## src/rtl/branch_outcome_queue.sv

```systemverilog
// In-order branch tracking queue between fetch-time prediction and execute-time resolution.
// Optional saturating resolve/mispredict statistics are enabled with macro BOQ_STATS_EN.
module branch_outcome_queue #(
    parameter int PC_WIDTH  = 8,
    parameter int GHR_WIDTH = 8,
    parameter int DEPTH     = 8
) (
    input  logic                         clk,
    input  logic                         reset,
    input  logic                         alloc_valid,
    output logic                         alloc_ready,
    input  logic [PC_WIDTH-1:0]          alloc_pc,
    input  logic                         alloc_pred,
    input  logic [GHR_WIDTH-1:0]         alloc_ghr,
    input  logic                         resolve_valid,
    input  logic                         resolve_taken,
    output logic                         upd_valid,
    output logic [PC_WIDTH-1:0]          upd_pc,
    output logic                         upd_taken,
    output logic [GHR_WIDTH-1:0]         upd_ghr,
    output logic                         mispredict,
    output logic [GHR_WIDTH-1:0]         repair_ghr,
    output logic [$clog2(DEPTH+1)-1:0]   count,
    output logic                         full,
    output logic                         empty,
    output logic                         underflow
`ifdef BOQ_STATS_EN
    ,
    output logic [15:0]                  stat_resolved,
    output logic [15:0]                  stat_mispred
`endif
);

    localparam int PW = (DEPTH > 1) ? $clog2(DEPTH) : 1;
    localparam int CW = $clog2(DEPTH + 1);

    logic [PC_WIDTH-1:0]  pc_mem   [DEPTH];
    logic                 pred_mem [DEPTH];
    logic [GHR_WIDTH-1:0] ghr_mem  [DEPTH];

    logic [PW-1:0] rd_ptr;
    logic [PW-1:0] wr_ptr;
    logic          do_alloc;
    logic          do_pop;
    logic          head_mis;

    assign full        = (count == CW'(DEPTH));
    assign empty       = (count == '0);
    assign alloc_ready = !full;
    assign do_alloc    = alloc_valid && alloc_ready;
    assign do_pop      = resolve_valid && !empty;
    assign head_mis    = do_pop && (pred_mem[rd_ptr] != resolve_taken);

    // Entry storage needs no reset: validity is tracked entirely by pointers and count.
    always_ff @(posedge clk) begin
        if (do_alloc) begin
            pc_mem[wr_ptr]   <= alloc_pc;
            pred_mem[wr_ptr] <= alloc_pred;
            ghr_mem[wr_ptr]  <= alloc_ghr;
        end
    end

    always_ff @(posedge clk) begin
        if (reset) begin
            rd_ptr     <= '0;
            wr_ptr     <= '0;
            count      <= '0;
            upd_valid  <= 1'b0;
            mispredict <= 1'b0;
            upd_pc     <= '0;
            upd_taken  <= 1'b0;
            upd_ghr    <= '0;
            repair_ghr <= '0;
            underflow  <= 1'b0;
        end else begin
            if (do_pop) begin
                rd_ptr <= rd_ptr + PW'(1);
            end
            // A mispredict discards every younger entry, including one allocated this cycle.
            if (head_mis) begin
                wr_ptr <= rd_ptr + PW'(1);
                count  <= '0;
            end else begin
                if (do_alloc) begin
                    wr_ptr <= wr_ptr + PW'(1);
                end
                case ({do_alloc, do_pop})
                    2'b10:   count <= count + CW'(1);
                    2'b01:   count <= count - CW'(1);
                    default: count <= count;
                endcase
            end

            upd_valid  <= do_pop;
            mispredict <= head_mis;
            if (do_pop) begin
                upd_pc     <= pc_mem[rd_ptr];
                upd_taken  <= resolve_taken;
                upd_ghr    <= ghr_mem[rd_ptr];
                repair_ghr <= {ghr_mem[rd_ptr][GHR_WIDTH-2:0], resolve_taken};
            end

            if (resolve_valid && empty) begin
                underflow <= 1'b1;
            end
        end
    end

`ifdef BOQ_STATS_EN
    always_ff @(posedge clk) begin
        if (reset) begin
            stat_resolved <= '0;
            stat_mispred  <= '0;
        end else begin
            if (upd_valid && (stat_resolved != 16'hFFFF)) begin
                stat_resolved <= stat_resolved + 16'd1;
            end
            if (mispredict && (stat_mispred != 16'hFFFF)) begin
                stat_mispred <= stat_mispred + 16'd1;
            end
        end
    end
`endif

endmodule

```

## config.mk

```make
export PLATFORM = sky130hd
export DESIGN_NAME = branch_outcome_queue
export DESIGN_NICKNAME = d
export VERILOG_FILES = /design/src/rtl/branch_outcome_queue.sv
export SDC_FILE = /design/constraint.sdc
export NUM_CORES = 1
export LEC_CHECK = 0
export ABC_AREA = 0
export CORE_MARGIN = 1
export CORE_UTILIZATION = 35
export CTS_BUF_LIST = sky130_fd_sc_hd__clkbuf_8 sky130_fd_sc_hd__clkbuf_16
export CTS_CLUSTER_DIAMETER = 80
export DETAILED_ROUTE_END_ITERATION = 16
export SLEW_MARGIN = 20
export SYNTH_ARGS = -nofsm -noshare
export SYNTH_HDL_FRONTEND = slang
export SYNTH_SLANG_ARGS = --single-unit
```

## constraint.sdc

```tcl
create_clock -name clk -period 4 [get_ports clk]
set_input_delay 0.8 -clock clk [delete_from_list [all_inputs] [get_ports clk]]
set_output_delay 0.8 -clock clk [all_outputs]
set_load 0.05 [all_outputs]
```

-- After elaboration in Yosys (flattened, before gate mapping)
Memory sizes are Yosys's and may differ from the RTL's. A register that Yosys moved wholly into a read port is not among the register bits.
Index checks and enable logic that the tools add are counted.
- bits in writable memories: 136
- output and inout port bits: 35
- bits of input ports: 22
- register bits after elaboration: 30
- logic and storage cells: 39
- memories: 3
- add/sub/neg operators: 4
- muxes and demuxes: 9
- equal/unequal tests: 4
- reductions and logical operators: 10
- memories (name ; words ; bits a word ; read ports ; clocked after Yosys merged registers in ; write ports ; line ; source):
    ghr_mem ; 8 ; 8 ; 1 ; 1 ; 1 ; 39 ; logic [GHR_WIDTH-1:0] ghr_mem [DEPTH];
    pc_mem ; 8 ; 8 ; 1 ; 1 ; 1 ; 37 ; logic [PC_WIDTH-1:0] pc_mem [DEPTH];
    pred_mem ; 8 ; 1 ; 1 ; 1 ; 1 ; 38 ; logic pred_mem [DEPTH];
- operator list (kind ; count):
    $mux 3 ; 6
    $pmux 4 s2 ; 1
    $add 3x1->3 const B ; 2
    $add 4x1->4 const B ; 1
    $eq 4x4->1 const B ; 1
    $logic_and 1x1->1 ; 4
    $logic_not 4->1 ; 1
    $reduce_bool 2->1 ; 2
    $sub 4x1->4 const B ; 1
    $eq 2x1->1 const B ; 1
    $eq 2x2->1 const B ; 1
    $logic_not 1->1 ; 2
    $mux 1 ; 2
    $reduce_or 2->1 ; 1
    $ne 1x1->1 ; 1

-- Depth between registers and ports, before layout
Gate-level depths: netlist of run 1.
- depth after elaboration: 5
- gate-level depth with buffers: 12
- depth with buffers taken out: 10

-- Least setup slack after synthesis of run 1
OpenSTA, ideal clock, no wires.
- path kind: register -> register
- start: register count[1]
- end: memory ghr_mem[0][0], enable pin
- data required time: 3587 ps
- arrival: 3370 ps
- library setup time: 413 ps
- stages on the path, launching flop included: 7
- period minus slack after synthesis: 3783 ps
- setup slack: 217 ps
- path buffers: 2
- cell sequence: dfxtp_1 -> buf_2 -> or4b_1 -> clkbuf_1 -> nand2_1 -> or2_2 -> nor3_1
- word-level cells in the longest chain between the ends: 5
- ends and longest elaborated chain (item ; line ; source):
    start: declaration ; 23 ; output logic [$clog2(DEPTH+1)-1:0] count,
    start signal: assignment ; 88 ; 2'b10: count <= count + CW'(1);
    start signal: assignment ; 89 ; 2'b01: count <= count - CW'(1);
    start signal: assignment ; 90 ; default: count <= count;
    $eq 4x4->1 ; 47 ; assign full = (count == CW'(DEPTH));
    $logic_not 1->1 ; 49 ; assign alloc_ready = !full;
    via alloc_ready ; 11 ; output logic alloc_ready,
    $logic_and 1x1->1 ; 50 ; assign do_alloc = alloc_valid && alloc_ready;
    $mux 1 ; 56 ; if (do_alloc) begin
    $mux 1 (implied by the code) ; 59 ; ghr_mem[wr_ptr] <= alloc_ghr;
    end: declaration ; 39 ;
The timed path passes the listed nets, and every way through them passes these cells.

-- Worst setup path in the final report of run 1
- start: register count[0]
- end: output full
- word-level cells in the longest chain between the ends: 1
- ends and longest elaborated chain (item ; line ; source):
    $eq 4x4->1 ; 47 ;
    end: declaration ; 24 ; output logic full,
No other way between the ends.

==> impl_metrics.tcl, run 1 <==
set metrics [dict create \
    status "finished with violations" \
    failed_checks "design-rule violations" \
    die_width_um 138 \
    reg2reg_depth 10 \
    grt_use_total 0.138 \
    ir_worst_vdd_uv 307 \
    cts_buffers 17 \
    ff2ff_setup_slack_ps 1420 \
    synth.most_common_cell "edfxtp_1" \
    setup_violations 0 \
    post_cts_buffers 0 \
    synth_top_area_frac 0.628 \
    synth-edff-count 136 \
    drc 14 \
    postPlaceCellArea_um2 7310 \
    finalInstanceArea_um2 7920 \
    clock_skew_ps 2.99 \
    syn2layout_area_growth_pct 21.8 \
    timing.final.max_slew_violations 0 \
    yosysUniqueCellTypes 34 \
    finalCritPeriodShare 0.794 \
    dp_cells 624 \
    ioPinCount 57 \
    min_from "underflow$_SDFFE_PP0P_" \
    p_leak_uw 0.00255 \
    synth-seq-area-share 0.729 \
    fin_crit_ps 3180 \
    ys_warn_count 0 \
    async_reset_ff_frac 0 \
    clock-root-buffer "clkbuf_16" \
    cts_tree "built" \
    postLayoutCoreUtil 0.438 \
    critPathKind "reg2out" \
    syn_inst 353 \
    fp.dieH_um 138 \
    min_to "underflow$_SDFFE_PP0P_" \
    clkTransAtPathRegs_ps 60 \
    synth_ff_type "edfxtp_1" \
    r2r-start "count[0]$_SDFFE_PP0P_" \
    ys_ff_latch 169 \
    layout-drive-gt1-share 0.180 \
    maxClockFrequency_mhz 315 \
    critPathCaptureType "output port" \
    relSlewSlack 0.371 \
    antennaDiodeCount 0 \
    crit_required_ps 3200 \
    netlist_area_um2 6510 \
    via_per_inst 4.93 \
    gp_congestion 0.691 \
    grt_pass1_wl_um 19300 \
    nNetsFinal 441 \
    power_density_nw_per_um2 733 \
    insertion_delay_ps 420 \
    start_util 0.360 \
    postCtsHoldBufs 0 \
    via_count 3236 \
    r2r-end "count[2]$_SDFFE_PP0P_" \
    fp-row-count 49 \
    min_path_cells 2 \
    portBuffers 56 \
    hold_path_class "reg2reg" \
    start_kind "flip-flop" \
    core-area_um2 18100 \
    cts_sinks 169 \
    synthTopCellsByArea "edfxtp_1 63%, mux4_2 11%, dfxtp_1 10%" \
    grt_max_degree 30 \
    netlist_top_cells_count "136 x edfxtp_1, 37 x nor2_1, 33 x dfxtp_1" \
    cp_data_arrival_time_ps 2380 \
    drtAntennaViolNets 0 \
    post_drt_wl_per_cell_um 18.6 \
    final.setup.tns_ps 0 \
    first_pass_iters 10 \
    crit_fanout 9 \
    tightest_slew_ps 943 \
    drt_wl_total_um 12200 \
    clock_path_buffers 2 \
    drt_first_iter_violations 204 \
    place_hpwl_um 7270 \
    hold_viol_final 0 \
    fin_cells 656 \
    cts-htree-levels 4 \
    grt_pass1_vias 3415 \
    cap_violations 0 \
    syn_area_per_cell_um2 18.4 \
    cts_resized 0 \
    hold_ws_ps 464 \
    rsz0062_at_grt "no" \
    synth.largest_area_cell "edfxtp_1" \
    grt_overflow_total 0 \
    syn-num-nets 380 \
    antenna_found_initial 0 \
    dieArea_um2 19100 \
]
==> critical path, cell delays in order (launching register included) <==
cell,delay (ps)
dfxtp_1,420
or4b_1,660
inv_1,80
clkdlybuf4s50_1,790
==> cells in the final DEF, fill, tap and decap left out, types with 3 or more instances in the layout <==
cell / Yosys / layout
a211oi_1: 17 / 17
a21oi_1: 6 / 6
buf_4: 8 / 12
bufinv_16: 0 / 4
clkbuf_16: 0 / 17
clkdlybuf4s50_1: 0 / 56
clkinv_1: 0 / 4
dfxtp_1: 33 / 33
edfxtp_1: 136 / 136
ha_1: 5 / 5
mux2i_1: 22 / 22
mux4_2: 31 / 31
nand2_1: 6 / 6
nand2b_1: 3 / 3
nor2_1: 37 / 37
xnor2_1: 3 / 3
xor2_1: 6 / 6
==> power by group <==
group,switching [uW],internal [uW]
sequential,217,2180
clock,636,1030
combinational,1020,709
==> metal layers <==
metal  global-route usage  part of all wire  routed length, um
met5                    0                 0                  0
met3               0.0350             0.037                447
met1                0.166              0.44               5340
met4               0.0603             0.021                255
met2                0.236              0.51               6180
==> area by class of cell <==
type                       instances  area (um^2)
tap                              229          287
fill                            1538        10200
clock inverter                    15          183
inverter                           2         7.51
multi-input combinational        156         1620
clock buffer                      17          425
timing repair buffer              68          651
sequential                       169         4740
==> cell families (layout without fill, tap and decap cells) <==
kind of cell,count (synthesis),after routing,share of synthesized area
AOI/OAI and AO/OA,28,28,0.0335
muxes,56,56,0.153
adders and majority gates,5,5,0.00962
DFF,169,169,0.729
xor gates and xnor gates,9,9,0.0121
buffers and inverters,28,102,0.0227
and+or+nand+nor,58,58,0.0402
==> worst max path at each step <==
stage	startpoint	cells after the start	slack (ps)	endpoint
3_3_place_gp	resolve_valid	11	1040	count[2]$_SDFFE_PP0P_
5_1_grt	count[0]$_SDFFE_PP0P_	3	740	full
3_5_place_dp	resolve_valid	11	930	count[2]$_SDFFE_PP0P_
2_1_floorplan	count[1]$_SDFFE_PP0P_	6	220	ghr_mem[0][0]$_DFFE_PP_
6_report	count[0]$_SDFFE_PP0P_	3	820	full
4_1_cts	count[0]$_SDFFE_PP0P_	3	800	full
==> metrics by stage <==
step	worst slack, ps	total power [uW]
6_report	823	5800
5_1_grt	736	6060
4_1_cts	804	5870
3_5_place_dp	929	4200
3_3_place_gp	1040	4160
2_1_floorplan	217	3670
==> sequential cells by signal, summed over array words and instances, names as in the netlist, named ones only <==
name / cells
ghr_mem: 64
pc_mem: 64
pred_mem: 8
upd_ghr: 8
upd_pc: 8
count: 4
rd_ptr: 3
wr_ptr: 3
mispredict: 1
repair_ghr: 1
underflow: 1
upd_valid: 1
Power figures use the tool's default switching activity.
==> run 2, diff against run 1 <==
==> constraint.sdc (replaced) <==
create_clock -name clk -period 3.3 [get_ports clk]
set_input_delay 0.66 -clock clk [delete_from_list [all_inputs] [get_ports clk]]
set_output_delay 0.66 -clock clk [all_outputs]
set_load 0.05 [all_outputs]
==> impl_metrics.tcl, run 2 (same netlist as run 1, synthesis figures left out) <==
set metrics [dict create \
    start_util 0.360 \
    fp.dieH_um 138 \
    start_kind "flip-flop" \
    clock_path_buffers 2 \
    critPathSlowestCell "clkdlybuf4s50_1" \
    via_count 3293 \
    final_common_cell "edfxtp_1" \
    mostFrequentLayoutCells "136 x edfxtp_1, 56 x clkdlybuf4s50_1, 37 x nor2_1, 33 x dfxtp_1, 31 x mux4_2" \
    grt_pass1_vias 3475 \
    postCtsHoldBufs 0 \
    grt_use_total 0.139 \
    postLayoutCoreUtil 0.446 \
    power_density_nw_per_um2 907 \
    syn2layout_area_growth_pct 23.9 \
    drtAntennaViolNets 0 \
    status "finished with violations" \
    insertion_delay_ps 430 \
    hold_viol_final 0 \
    cts_buffers 17 \
    antennaDiodeCount 0 \
    path_cells "or4b_1 > inv_1 > clkdlybuf4s50_1" \
    cts_tree "built" \
    post_cts_buffers 0 \
    critPathCaptureType "output port" \
    crit_buf_inv 2 \
    reg.largest.list "ghr_mem x64, pc_mem x64" \
    ioPinCount 57 \
    via_per_inst 4.95 \
    antenna_found_initial 0 \
    ff2ff_setup_slack_ps 750 \
    drt_wl_total_um 12300 \
    hold_path_class "reg2reg" \
    timing.final.max_slew_violations 0 \
    setup_violations 0 \
    dieArea_um2 19100 \
    crit_required_ps 2640 \
    grt_overflow_total 0 \
    ir_worst_vdd_uv 429 \
    path_delay_family "buffers and inverters" \
    clock_skew_ps 7.06 \
    cap_violations 0 \
    portBuffers 56 \
    p_leak_uw 0.00264 \
    clock-root-buffer "clkbuf_16" \
    grt_pass1_wl_um 19500 \
    finalPower_uw 7320 \
    relSlewSlack 0.344 \
    maxClockFrequency_mhz 329 \
    post_drt_wl_per_cell_um 18.6 \
    setup_ws_ps 259 \
    fp-row-count 49 \
    critPathKind "reg2out" \
    grt_max_degree 27 \
    cts_sinks 169 \
    layout-drive-gt1-share 0.202 \
    gp_congestion 0.705 \
    drc 12 \
    nNetsFinal 450 \
    fin_crit_ps 3040 \
    cts-htree-levels 4 \
    hold_ws_ps 486 \
    die_width_um 138 \
    rsz0062_at_grt "no" \
    finalCritPeriodShare 0.922 \
    place_hpwl_um 7670 \
    failed_checks "design-rule violations" \
    tightest_slew_ps 982 \
    dp_worst_setup_slack_ps 491 \
    cp_data_arrival_time_ps 2380 \
    drt_first_iter_violations 247 \
    worst_path_largest_cell_delay_ps 790 \
    first_pass_iters 11 \
    core-area_um2 18100 \
    crit_fanout 10 \
    cts_resized 0 \
    clkTransAtPathRegs_ps 60 \
]
[run 2: final cells by class]
type / count / area [um^2]
flip-flops and latches: 169 / 4740
fillers: 1515 / 10000
clock inverters: 15 / 258
clock buffers: 17 / 425
inverters: 2 / 7.51
well taps: 229 / 287
multi-input cells: 156 / 1620
repair buffers: 77 / 718
[run 2: metrics by stage]
step / instance area (um^2) / std cells / setup TNS (ps)
floorplan: 6520 / 353 / -1200
global placement: 7380 / 633 / 0
detailed placement: 7380 / 633 / 0
CTS: 8060 / 665 / 0
global route: 8060 / 665 / 0
finish: 8060 / 665 / 0
[run 2: tightest hold or removal path, delay by kind of cell, from the launching register on]
family / cells / cell delay (ps)
AND/OR/NAND/NOR: 1 / 70
flip-flops: 1 / 330
AO/OA/AOI/OAI: 1 / 50
[run 2: final timing paths]
path / from / end / depth (start not counted)
max: count[1]$_SDFFE_PP0P_ / full / 3
min: underflow$_SDFFE_PP0P_ / underflow$_SDFFE_PP0P_ / 2
max reg2reg: count[1]$_SDFFE_PP0P_ / count[2]$_SDFFE_PP0P_ / 10
min reg2reg: underflow$_SDFFE_PP0P_ / underflow$_SDFFE_PP0P_ / 2
[run 2: power breakdown]
part	internal [uW]	switching, uW	leakage, uW
sequential	2650	222	0.00151
clock	1490	784	0.000345
combinational	885	1290	0.000791
total	5020	2300	0.00264
[run 2: metal layers]
layer  GRT usage  wire (um)  vias up  share of wire
li1            -          -     1525              -
met1       0.178       5620     1688           0.46
met2       0.224       6060       67           0.49
met3      0.0336        455       13          0.037
met4      0.0633        197        0          0.016
met5           0          0        -              0
==> run 3, diff against run 2 <==
--- a/config.mk
+++ b/config.mk
@@ -6,6 +6,7 @@
 export NUM_CORES = 1
 export LEC_CHECK = 0
 export ABC_AREA = 0
+export ABC_CLOCK_PERIOD_IN_PS = 3300
 export CORE_MARGIN = 1
 export CORE_UTILIZATION = 35
 export CTS_BUF_LIST = sky130_fd_sc_hd__clkbuf_8 sky130_fd_sc_hd__clkbuf_16
==> results of run 3 <==
No change in the layout: final DEF, timing and power equal those of run 2.
